--- config.mk ---
export PLATFORM = sky130hd
export DESIGN_NAME = fetch_pc_sequencer
export DESIGN_NICKNAME = d
export VERILOG_FILES = /design/src/rtl/fetch_pc_sequencer.sv
export SDC_FILE = /design/constraint.sdc
export NUM_CORES = 1
export LEC_CHECK = 0
export CAP_MARGIN = 30
export CORE_AREA = 8 8 135 137
export CTS_CLUSTER_SIZE = 16
export DETAILED_ROUTE_END_ITERATION = 12
export DIE_AREA = 0 0 143 145
export PLACE_DENSITY = 0.87
export SETUP_SLACK_MARGIN = 0.4
export SYNTH_ARGS = -nofsm -noshare
export SYNTH_HDL_FRONTEND = slang
export SYNTH_SLANG_ARGS = --single-unit
--- constraint.sdc ---
create_clock -name clk -period 4.5 [get_ports clk]
set_input_delay 0.9 -clock clk [delete_from_list [all_inputs] [get_ports clk]]
set_output_delay 0.9 -clock clk [all_outputs]
set_load 0.05 [all_outputs]
--- src/rtl/fetch_pc_sequencer.sv ---
// Fetch PC sequencer: owns the PC, issues in-order fetches, pairs responses with their PCs.
// Optional build macro FETCH_MISALIGN_CHK_EN adds misaligned-redirect halt and o_misalign.
module fetch_pc_sequencer #(
  parameter int unsigned     XLEN            = 32,
  parameter int unsigned     IMDATALEN       = 32,
  parameter logic [XLEN-1:0] RESET_PC        = '0,
  parameter int unsigned     MAX_OUTSTANDING = 4
) (
  input  logic                 clk,
  input  logic                 rst,
  output logic                 o_fetch_valid,
  input  logic                 i_fetch_ready,
  output logic [XLEN-1:0]      o_fetch_addr,
  input  logic                 i_instr_valid,
  output logic                 o_instr_ready,
  input  logic [IMDATALEN-1:0] i_instr_data,
  input  logic                 i_redirect_valid,
  input  logic [XLEN-1:0]      i_redirect_addr,
`ifdef FETCH_MISALIGN_CHK_EN
  output logic                 o_misalign,
`endif
  output logic                 o_dec_valid,
  input  logic                 i_dec_ready,
  output logic [IMDATALEN-1:0] o_dec_instr,
  output logic [XLEN-1:0]      o_dec_pc
);

  localparam int unsigned PtrW = $clog2(MAX_OUTSTANDING);
  localparam int unsigned CntW = PtrW + 1;

  logic [XLEN-1:0]            r_pc;
  logic [XLEN-1:0]            r_stale_addr;
  logic [XLEN-1:0]            r_fifo_pc [MAX_OUTSTANDING];
  logic [MAX_OUTSTANDING-1:0] r_fifo_kill;
  logic [PtrW-1:0]            r_wr_ptr;
  logic [PtrW-1:0]            r_rd_ptr;
  logic [CntW-1:0]            r_count;
  logic                       r_held;
  logic                       r_held_stale;

  logic            w_halt;
  logic            w_full;
  logic            w_empty;
  logic            w_push;
  logic            w_pop;
  logic            w_head_kill;
  logic [XLEN-1:0] w_redirect_target;

`ifdef FETCH_MISALIGN_CHK_EN
  logic r_halt;
  logic r_misalign;
  logic w_misaligned;

  assign w_misaligned      = i_redirect_addr[1:0] != 2'b00;
  assign w_halt            = r_halt;
  assign w_redirect_target = i_redirect_addr;
  assign o_misalign        = r_misalign;

  always_ff @(posedge clk) begin
    if (rst) begin
      r_halt     <= 1'b0;
      r_misalign <= 1'b0;
    end else begin
      r_misalign <= i_redirect_valid & w_misaligned;
      if (i_redirect_valid) r_halt <= w_misaligned;
    end
  end
`else
  assign w_halt            = 1'b0;
  assign w_redirect_target = i_redirect_addr & ~XLEN'(3);
`endif

  assign w_full  = r_count == CntW'(MAX_OUTSTANDING);
  assign w_empty = r_count == '0;

  // A request already on the bus stays there until accepted, regardless of full/halt.
  assign o_fetch_valid = ~rst & (r_held | (~w_full & ~w_halt));
  assign o_fetch_addr  = r_held_stale ? r_stale_addr : r_pc;
  assign w_push        = o_fetch_valid & i_fetch_ready;

  assign w_head_kill = r_fifo_kill[r_rd_ptr];
  assign o_dec_instr = i_instr_data;
  assign o_dec_pc    = r_fifo_pc[r_rd_ptr];

  always_comb begin
    o_instr_ready = 1'b0;
    o_dec_valid   = 1'b0;
    if (!rst && !w_empty) begin
      if (w_head_kill) begin
        o_instr_ready = 1'b1;
      end else begin
        // A response racing a redirect is consumed but never reaches decode.
        o_dec_valid   = i_instr_valid & ~i_redirect_valid;
        o_instr_ready = i_dec_ready | i_redirect_valid;
      end
    end
  end

  assign w_pop = i_instr_valid & o_instr_ready;

  always_ff @(posedge clk) begin
    if (w_push) r_fifo_pc[r_wr_ptr] <= o_fetch_addr;
  end

  always_ff @(posedge clk) begin
    if (rst) begin
      r_pc         <= RESET_PC;
      r_stale_addr <= '0;
      r_fifo_kill  <= '0;
      r_wr_ptr     <= '0;
      r_rd_ptr     <= '0;
      r_count      <= '0;
      r_held       <= 1'b0;
      r_held_stale <= 1'b0;
    end else begin
      r_held <= o_fetch_valid & ~i_fetch_ready;

      // Later write to the pushed slot overrides the blanket kill for that bit.
      if (i_redirect_valid) r_fifo_kill <= '1;
      if (w_push) begin
        r_fifo_kill[r_wr_ptr] <= r_held_stale | i_redirect_valid;
        r_wr_ptr              <= r_wr_ptr + 1'b1;
      end
      if (w_pop) r_rd_ptr <= r_rd_ptr + 1'b1;
      r_count <= r_count + CntW'(w_push) - CntW'(w_pop);

      if (w_push) begin
        r_held_stale <= 1'b0;
      end else if (i_redirect_valid && o_fetch_valid) begin
        r_held_stale <= 1'b1;
        if (!r_held_stale) r_stale_addr <= r_pc;
      end

      if (i_redirect_valid) begin
        r_pc <= w_redirect_target;
      end else if (w_push && !r_held_stale) begin
        r_pc <= r_pc + XLEN'(4);
      end
    end
  end

endmodule

==> results.env, run 1 <==
TIMING.HOLD.WORST.CLASS='reg -> reg'
AREAGROWTHSYNTHTOFINISH_PCT=19.6
MET3_USAGE_PCT=4.46
POST-PLACE-CELLS=898
DIE-HEIGHT_UM=145
FINAL_STD_CELLS_W_O_FILL=934
LARGEST_FAMILY_OF_LOGIC_CELLS_BY_SYNTHESIZED_AREA='multiplexers'
FINAL_NET_COUNT=778
VIAS_IN_THE_FIRST_GLOBAL_ROUTE=5655
PIN_COUNT_OF_THE_BIGGEST_NET_ENTERING_GLOBAL_ROUTING=57
YOSYS.AREA_SHARE.XOR_XNOR_PCT=2.42
SYNTH.DISTINCT_CELLS=44
SYNTHSIMPLEGATEAREAFRAC_PCT=9.40
TIMING.FINAL.CRIT_SHARE_PCT=83.4
DRTPASS1ITERATIONS=6
IRDROPWORSTVDD_uV=217
CRIT_PATH_CELL_TRACE='buf_4 > mux4_2 > clkdlybuf4s50_1'
SHARE_OF_FLIP_FLOPS_WITH_AN_ASYNCHRONOUS_SET_OR_RESET_PCT=0
SLEW_HEADROOM_PCT=41.1
CTS_BUFFER_COUNT=20
WORSTSETUPENDPOINTTYPE='primary output'
INITIAL_UTILIZATION_PCT=53.7
NUM_ANTENNA_CELLS=0
COMB_POWER_SHARE_PCT=19.5
MAX_CAP_VIOL_COUNT=0
SYNTH_TOP_FLOP_CELL='edfxtp_1'
GRT_USAGE_PCT=18.4
WORST_PATH_LARGEST_CELL_DELAY_PS=890
CP_NUM_BUF_INV=2
ROUTED_VIA_COUNT=5350
SYNTHMUXAREASHARE_PCT=16.0
POWER.NET_SWITCHING_mW=1.31
YOSYSTOPAREACELLSHARE_PCT=44.3
GROUTE.LAYER.MET1.USAGE_PCT=21.4
P_CLK_SHARE_PCT=34.4
CRITICAL_PATH_PEAK_FANOUT=17
CTS.CLK_SLEW.WORST_PATHS_PS=60
DRT-WIRELENGTH-PER-CELL_UM=20.5
MOSTFREQUENTLAYOUTCELLS='edfxtp_1 (128), clkdlybuf4s50_1 (101), dfxtp_1 (75)'
DRT-VIAS-PER-INSTANCE=5.73
GRT_ANTENNA_BEFORE_REPAIR=0
SYNTHCELLS=628
WORST_SLEW_PIN_SLEW_PS=883
STARTPOINT_TYPES='flop'
PERIOD_MINUS_SLACK_PS=3750
CELL_INTERNAL_PWR_mW=3.46
WORSTPATHREQUIRED_PS=3600
PLACEMENT.IO_BUFFERS=102
CHIPWIDTH_UM=143
DRT_FIRST_ITER_VIOLATIONS=512
ROWS=47
PLACE.DETAILED.HPWL_UM=13000
YS_SEQ_AREA_SHARE_PCT=62.1
SETUP_VIOL_COUNT_FINAL=0
CRIT_ARRIVAL_PS=2850
SETUP_REPAIR_AFTER_GLOBAL_ROUTING_MISSED_ITS_MARGIN='false'
GRT.BUSIEST_LAYER='met2'
FINAL_CRITICAL_PATH_SETUP_SLACK_PS=746
SW_FRAC_OF_TOTAL_PCT=27.5
P_LEAK_nW=3.45
POST_SYNTHESIS_CELL_TYPE_WITH_THE_LARGEST_COMBINED_AREA='edfxtp_1'
POSTCTSSETUPREPAIRBUFS=0
REPORT.FINAL.HOLD_VIOL_COUNT=0
CTS.PATH.MAX_BUFFERS=3
DIEAREA_UM2=20700
TIMING.FMAX_MHz=266
FLOORPLAN.IO_PINS=169
GRT_FIRST_PASS_WIRELENGTH_UM=30400
DRC=0
CRITICAL-PATH-SLOWEST-CELL='dfxtp_1'
SEQ_POWER_SHARE_PCT=46.1
CTS_ROOT_BUFFER='clkbuf_16'
POST-PLACE-WS_PS=790
CLOCK_TREE_FROM_TRITONCTS='yes'
POST_ROUTE_CELLS_DRIVE_ABOVE_1_SHARE_PCT=15.3
WORST_HOLD_SLACK_PS=470
MOSTFREQUENTLAYOUTCELL='edfxtp_1'
SYNTH_SEQ_CELLS=205
SYNTH_ADDER_AREA_SHARE_PCT=1.24
HTREE_LEVELS=1
FINAL.SETUP_SKEW_PS=21.9
OVERFLOW=0
ROUTED_WIRELENGTH_UM=19200
TIMING.CRITICAL_PATH.MAX_DELAY_FAMILY='buffers and inverters'
STATUS='complete, no violations'
NETLIST_TOP_CELLS_AREA='edfxtp_1 (44%), dfxtp_1 (18%), mux4_2 (8.6%)'
DRV_SLEW=0
SETUP_TOTAL_NEGATIVE_SLACK_PS=0
CLKSINKCOUNT=205
GP_CONGESTION=0.836
SYNTHESIZED_AREA_FRACTION_OCCUPIED_BY_AO_OA_AOI_AND_OAI_CELLS_PCT=4.12
SYNTH_AREA_PER_CELL_UM2=13.8
CTSHOLDBUFFERS=0
ANT_NETS=0
GRT_USE_MET2_PCT=31.8
MAPPEDNETLISTAREA_UM2=8680
WORST_SKEW_PAIR_LATENCY_PS=490
POWER.DENSITY_CELL_AREA_nW_PER_UM2=459
PLACEABLECOREAREA_UM2=16200
SYNTH_ENABLE_FLOP_CELLS=128
SYNTH.YOSYS.WARNINGS=0
CRITICALPATHCATEGORY='reg -> out'
SYN-NUM-NETS=706
[synth_stat cells, types with 4 or more instances]
| cell | count |
|---|---|
| a21oi_1 | 12 |
| edfxtp_1 | 128 |
| inv_1 | 11 |
| and2_1 | 7 |
| ha_1 | 7 |
| nand4_1 | 8 |
| or3_1 | 8 |
| xnor2_1 | 13 |
| mux4_2 | 33 |
| nand3_1 | 6 |
| xor2_1 | 11 |
| nor4_1 | 7 |
| mux2_2 | 26 |
| dfxtp_1 | 77 |
| nor3_1 | 12 |
| o21ai_0 | 12 |
| buf_1 | 4 |
| a211oi_1 | 18 |
| nor2_1 | 66 |
| nand2_1 | 29 |
| mux2i_1 | 35 |
| nor3b_1 | 5 |
| and3_1 | 5 |
| clkbuf_1 | 30 |
| a311oi_1 | 6 |
| buf_4 | 32 |
[registers in the layout, summed over array words and instances (netlist names), named ones only]
name,count
r_wr_ptr,2
r_fifo_kill,4
r_fifo_pc,128
r_held_stale,1
r_stale_addr,32
r_pc,30
r_held,1
r_count,3
r_rd_ptr,2
[cells by family (layout without fill, tap and decap cells)]
logic type	count (synthesis)	after routing
flip-flops	205	205
AND/OR/NAND/NOR	165	165
multiplexers	94	94
buffers and inverters	78	164
AO/OA/AOI/OAI	54	54
XOR/XNOR	24	24
adder cells (fa/ha/maj)	8	8
[per-stage QoR]
step / total power, mW / area, um^2 / util [%]
final: 4.77 / 10400 / 64.2
after global routing: 4.94 / 10400 / 64.2
after CTS: 4.80 / 10400 / 64.2
after detailed placement: 3.17 / 9730 / 60.2
after global placement: 3.14 / 9730 / 60.2
after floorplan: 2.93 / 8680 / -
[power by group through the flow]
stage	Clock, mW	Sequential (mW)	Combinational, mW
6_report	1.64	2.20	0.930
5_1_grt	1.75	2.21	0.984
4_1_cts	1.66	2.20	0.943
3_5_place_dp	0	2.24	0.938
3_3_place_gp	0	2.22	0.915
2_1_floorplan	0	2.19	0.739
[metal layers]
layer,vias to the layer above,wire length [um]
met2,200,9830
li1,2463,-
met3,60,1580
met4,0,594
met1,2627,7190
met5,-,0
[layout make-up]
class	count	area [um^2]
Clock buffer	32	608
Clock inverter	4	43.8
Fill cell	1115	5790
Inverter	11	41.3
Multi-Input combinational cell	345	2880
Sequential cell	205	5390
Tap cell	220	275
Timing Repair Buffer	117	1140
[final timing paths]
| kind | from | endpoint | slack, ps | cells past startpoint |
|---|---|---|---|---|
| worst min register to register | r_stale_addr[0]$_SDFFE_PP0P_ | r_stale_addr[0]$_SDFFE_PP0P_ | 470 | 1 |
| worst max-delay path | flop | o_dec_pc[9] | 750 | 3 |
| worst max register to register | r_count[1]$_SDFF_PP0_ | r_count[2]$_SDFF_PP0_ | 1700 | 11 |
| worst min-delay path | r_stale_addr[0]$_SDFFE_PP0P_ | r_stale_addr[0]$_SDFFE_PP0P_ | 470 | 1 |
[repair_timing]
action                                  in CTS  in global routing
hold endpoints to repair                     0                  0
gates resized for setup                      1                  0
endpoints found under the setup margin       1                  0
(Power assumes the default switching activity.)
==> inputs of run 2 (changes only) <==
--- a/config.mk
+++ b/config.mk
@@ -6,11 +6,11 @@
 export NUM_CORES = 1
 export LEC_CHECK = 0
 export CAP_MARGIN = 30
-export CORE_AREA = 8 8 135 137
+export CORE_AREA = 8 8 145 147
 export CTS_CLUSTER_SIZE = 16
 export DETAILED_ROUTE_END_ITERATION = 12
-export DIE_AREA = 0 0 143 145
-export PLACE_DENSITY = 0.87
+export DIE_AREA = 0 0 153 155
+export PLACE_DENSITY = 0.8
 export SETUP_SLACK_MARGIN = 0.4
 export SYNTH_ARGS = -nofsm -noshare
 export SYNTH_HDL_FRONTEND = slang
==> constraint.sdc (replaced) <==
create_clock -name clk -period 3.11 [get_ports clk]
set_input_delay 0.622 -clock clk [delete_from_list [all_inputs] [get_ports clk]]
set_output_delay 0.622 -clock clk [all_outputs]
set_load 0.05 [all_outputs]
==> run 2 against run 1 <==
Non-clock buffer count increased by 11. Sequential cell count stayed put. Largest power group unchanged. Die area up 14%. Routed wire length down 1.0%. Sequential power up 43%. Clock skew decreased by 13 ps. First-iteration DRC count decreased by 24%. Count of clock-buffer cells in the layout down 6.
==> results.env, run 2 (synthesis gave the netlist of run 1 again) <==
STATUS='complete, no violations'
POWER.DENSITY_CELL_AREA_nW_PER_UM2=653
CRIT_ARRIVAL_PS=1950
GRT_USAGE_PCT=15.9
WORSTPATHREQUIRED_PS=2490
TIMING.HOLD.WORST.CLASS='in -> reg'
PERIOD_MINUS_SLACK_PS=2570
REPORT.FINAL.HOLD_VIOL_COUNT=0
TIMING.FINAL.CRIT_SHARE_PCT=82.7
CHIPWIDTH_UM=153
DRT-VIAS-PER-INSTANCE=5.60
POST_ROUTE_CELLS_DRIVE_ABOVE_1_SHARE_PCT=26.6
LARGESTREGISTERS='r_fifo_pc: 128 flops, r_stale_addr: 32 flops, r_pc: 30 flops'
INITIAL_UTILIZATION_PCT=45.8
CRITICALPATHCATEGORY='reg -> out'
CRITICAL_PATH_PEAK_FANOUT=5
SETUP_REPAIR_AFTER_GLOBAL_ROUTING_MISSED_ITS_MARGIN='false'
PLACEABLECOREAREA_UM2=19000
TIMING.CRITICAL_PATH.MAX_DELAY_FAMILY='multiplexers'
POSTCTSSETUPREPAIRBUFS=0
CTS.CLK_SLEW.WORST_PATHS_PS=60
DRT-WIRELENGTH-PER-CELL_UM=19.7
FLOORPLAN.IO_PINS=169
MIN-DELAY-START='rst'
ROWS=51
FINAL.SETUP_SKEW_PS=8.89
WORST_PATH_LARGEST_CELL_DELAY_PS=540
NUM_ANTENNA_CELLS=0
CRIT_PATH_CELL_TRACE='mux4_2 > nor3_2 > buf_4 > nor3_2 > buf_12'
GRT_USE_MET2_PCT=27.6
GROUTE.LAYER.MET1.USAGE_PCT=19.3
MET3_USAGE_PCT=3.33
NFILLCELLS=1404
CTS_ROOT_BUFFER='clkbuf_16'
WORST_R2R_PATH_DEPTH=5
GRT.BUSIEST_LAYER='met2'
LARGEST_REGISTER_FFS=128
STARTPOINT_TYPES='flop'
SLEW_HEADROOM_PCT=61.3
WORST_PATH_MOST_REPEATED_CELL='nor3_2'
WORST_HOLD_SLACK_PS=448
MOSTFREQUENTLAYOUTCELL='edfxtp_1'
FINAL_NET_COUNT=789
REG2REG_TO='r_pc[29]$_SDFFE_PP0P_'
CTSHOLDBUFFERS=0
ROUTED_VIA_COUNT=5389
GRT_FIRST_PASS_WIRELENGTH_UM=30400
P_LEAK_nW=3.85
OVERFLOW=0
WORST_HOLD_PATH.ENDPOINT='r_held_stale$_SDFFE_PP0P_'
WORSTSETUPENDPOINTTYPE='primary output'
PLACE.DETAILED.HPWL_UM=13200
DRT_FIRST_ITER_VIOLATIONS=388
DRC=0
PLACEMENT.IO_BUFFERS=102
ROUTED_WIRELENGTH_UM=19000
GP_CONGESTION=0.811
MAX_FLOP_REGISTER='r_fifo_pc'
VIAS_IN_THE_FIRST_GLOBAL_ROUTE=5631
CTS_BUFFER_COUNT=20
AREAGROWTHSYNTHTOFINISH_PCT=27.9
REGTOREGSTARTPOINT='r_pc[7]$_SDFFE_PP0P_'
MAX_CAP_VIOL_COUNT=0
PIN_COUNT_OF_THE_BIGGEST_NET_ENTERING_GLOBAL_ROUTING=57
MOSTFREQUENTLAYOUTCELLS='edfxtp_1 (128), dfxtp_1 (75), nor2_1 (66)'
WORST_SLEW_PIN_SLEW_PS=574
TIMING.FMAX_MHz=389
HTREE_LEVELS=1
CLOCK_TREE_FROM_TRITONCTS='yes'
DRTPASS1ITERATIONS=6
DRV_SLEW=0
GRT_ANTENNA_BEFORE_REPAIR=0
WORST_SKEW_PAIR_LATENCY_PS=490
CTS.PATH.MAX_BUFFERS=3
DIE-HEIGHT_UM=155
IRDROPWORSTVDD_uV=460
CRITICAL-PATH-SLOWEST-CELL='mux4_2'
DIEAREA_UM2=23700
REGTOREGSETUPSLACK_PS=550
CLKSINKCOUNT=205
SETUP_TOTAL_NEGATIVE_SLACK_PS=0
ANT_NETS=0
SETUP_VIOL_COUNT_FINAL=0
CP_NUM_BUF_INV=2
HOLD-PATH-CELL-COUNT=2
run 2: how the worst max path moves through the flow:
stage	from	to	slack (ps)	cells past startpoint
final	r_rd_ptr[0]$_SDFFE_PP0P_	o_instr_ready	540	5
after global routing	r_held_stale$_SDFFE_PP0P_	o_fetch_addr[28]	400	4
after CTS	r_held_stale$_SDFFE_PP0P_	o_fetch_addr[28]	440	3
after detailed placement	i_fetch_ready	r_pc[29]$_SDFFE_PP0P_	90	6
after global placement	i_fetch_ready	r_pc[29]$_SDFFE_PP0P_	160	6
after floorplan	i_redirect_valid	o_dec_valid	400	3
run 2: metrics by stage:
stage	cells	utilization [%]	instance area [um^2]	power [mW]	worst slack (ps)
after detailed placement	927	55.1	10400	4.90	89.3
after global placement	927	55.1	10400	4.86	162
after global routing	963	58.6	11100	7.51	405
after floorplan	628	-	8680	4.25	400
after CTS	963	58.6	11100	7.30	438
final	963	58.6	11100	7.25	538
run 2: area by class of cell:
class | instances | area (um^2) | share of cell area [%]
tap | 238 | 298 | 2.68
timing repair buffer | 128 | 1820 | 16.4
clock inverter | 10 | 109 | 0.981
clock buffer | 26 | 552 | 4.97
inverter | 11 | 41.3 | 0.372
multi-input combinational | 345 | 2890 | 26.1
sequential | 205 | 5390 | 48.5
run 2: repair_timing:
action,CTS,global route
resized for setup,1,4
pin swaps,0,0
cloned,0,0
setup endpoints to repair,1,5
run 2: per-layer routing:
layer	wire length [um]	up-vias
met5	0	-
met4	533	0
met3	1180	40
met2	9440	198
met1	7830	2674
li1	-	2477
run 2: report_power, final:
part,switching (mW),total (mW),internal (mW)
logic,0.923,1.69,0.764
registers,0.0859,3.14,3.06
clock network,0.993,2.42,1.43
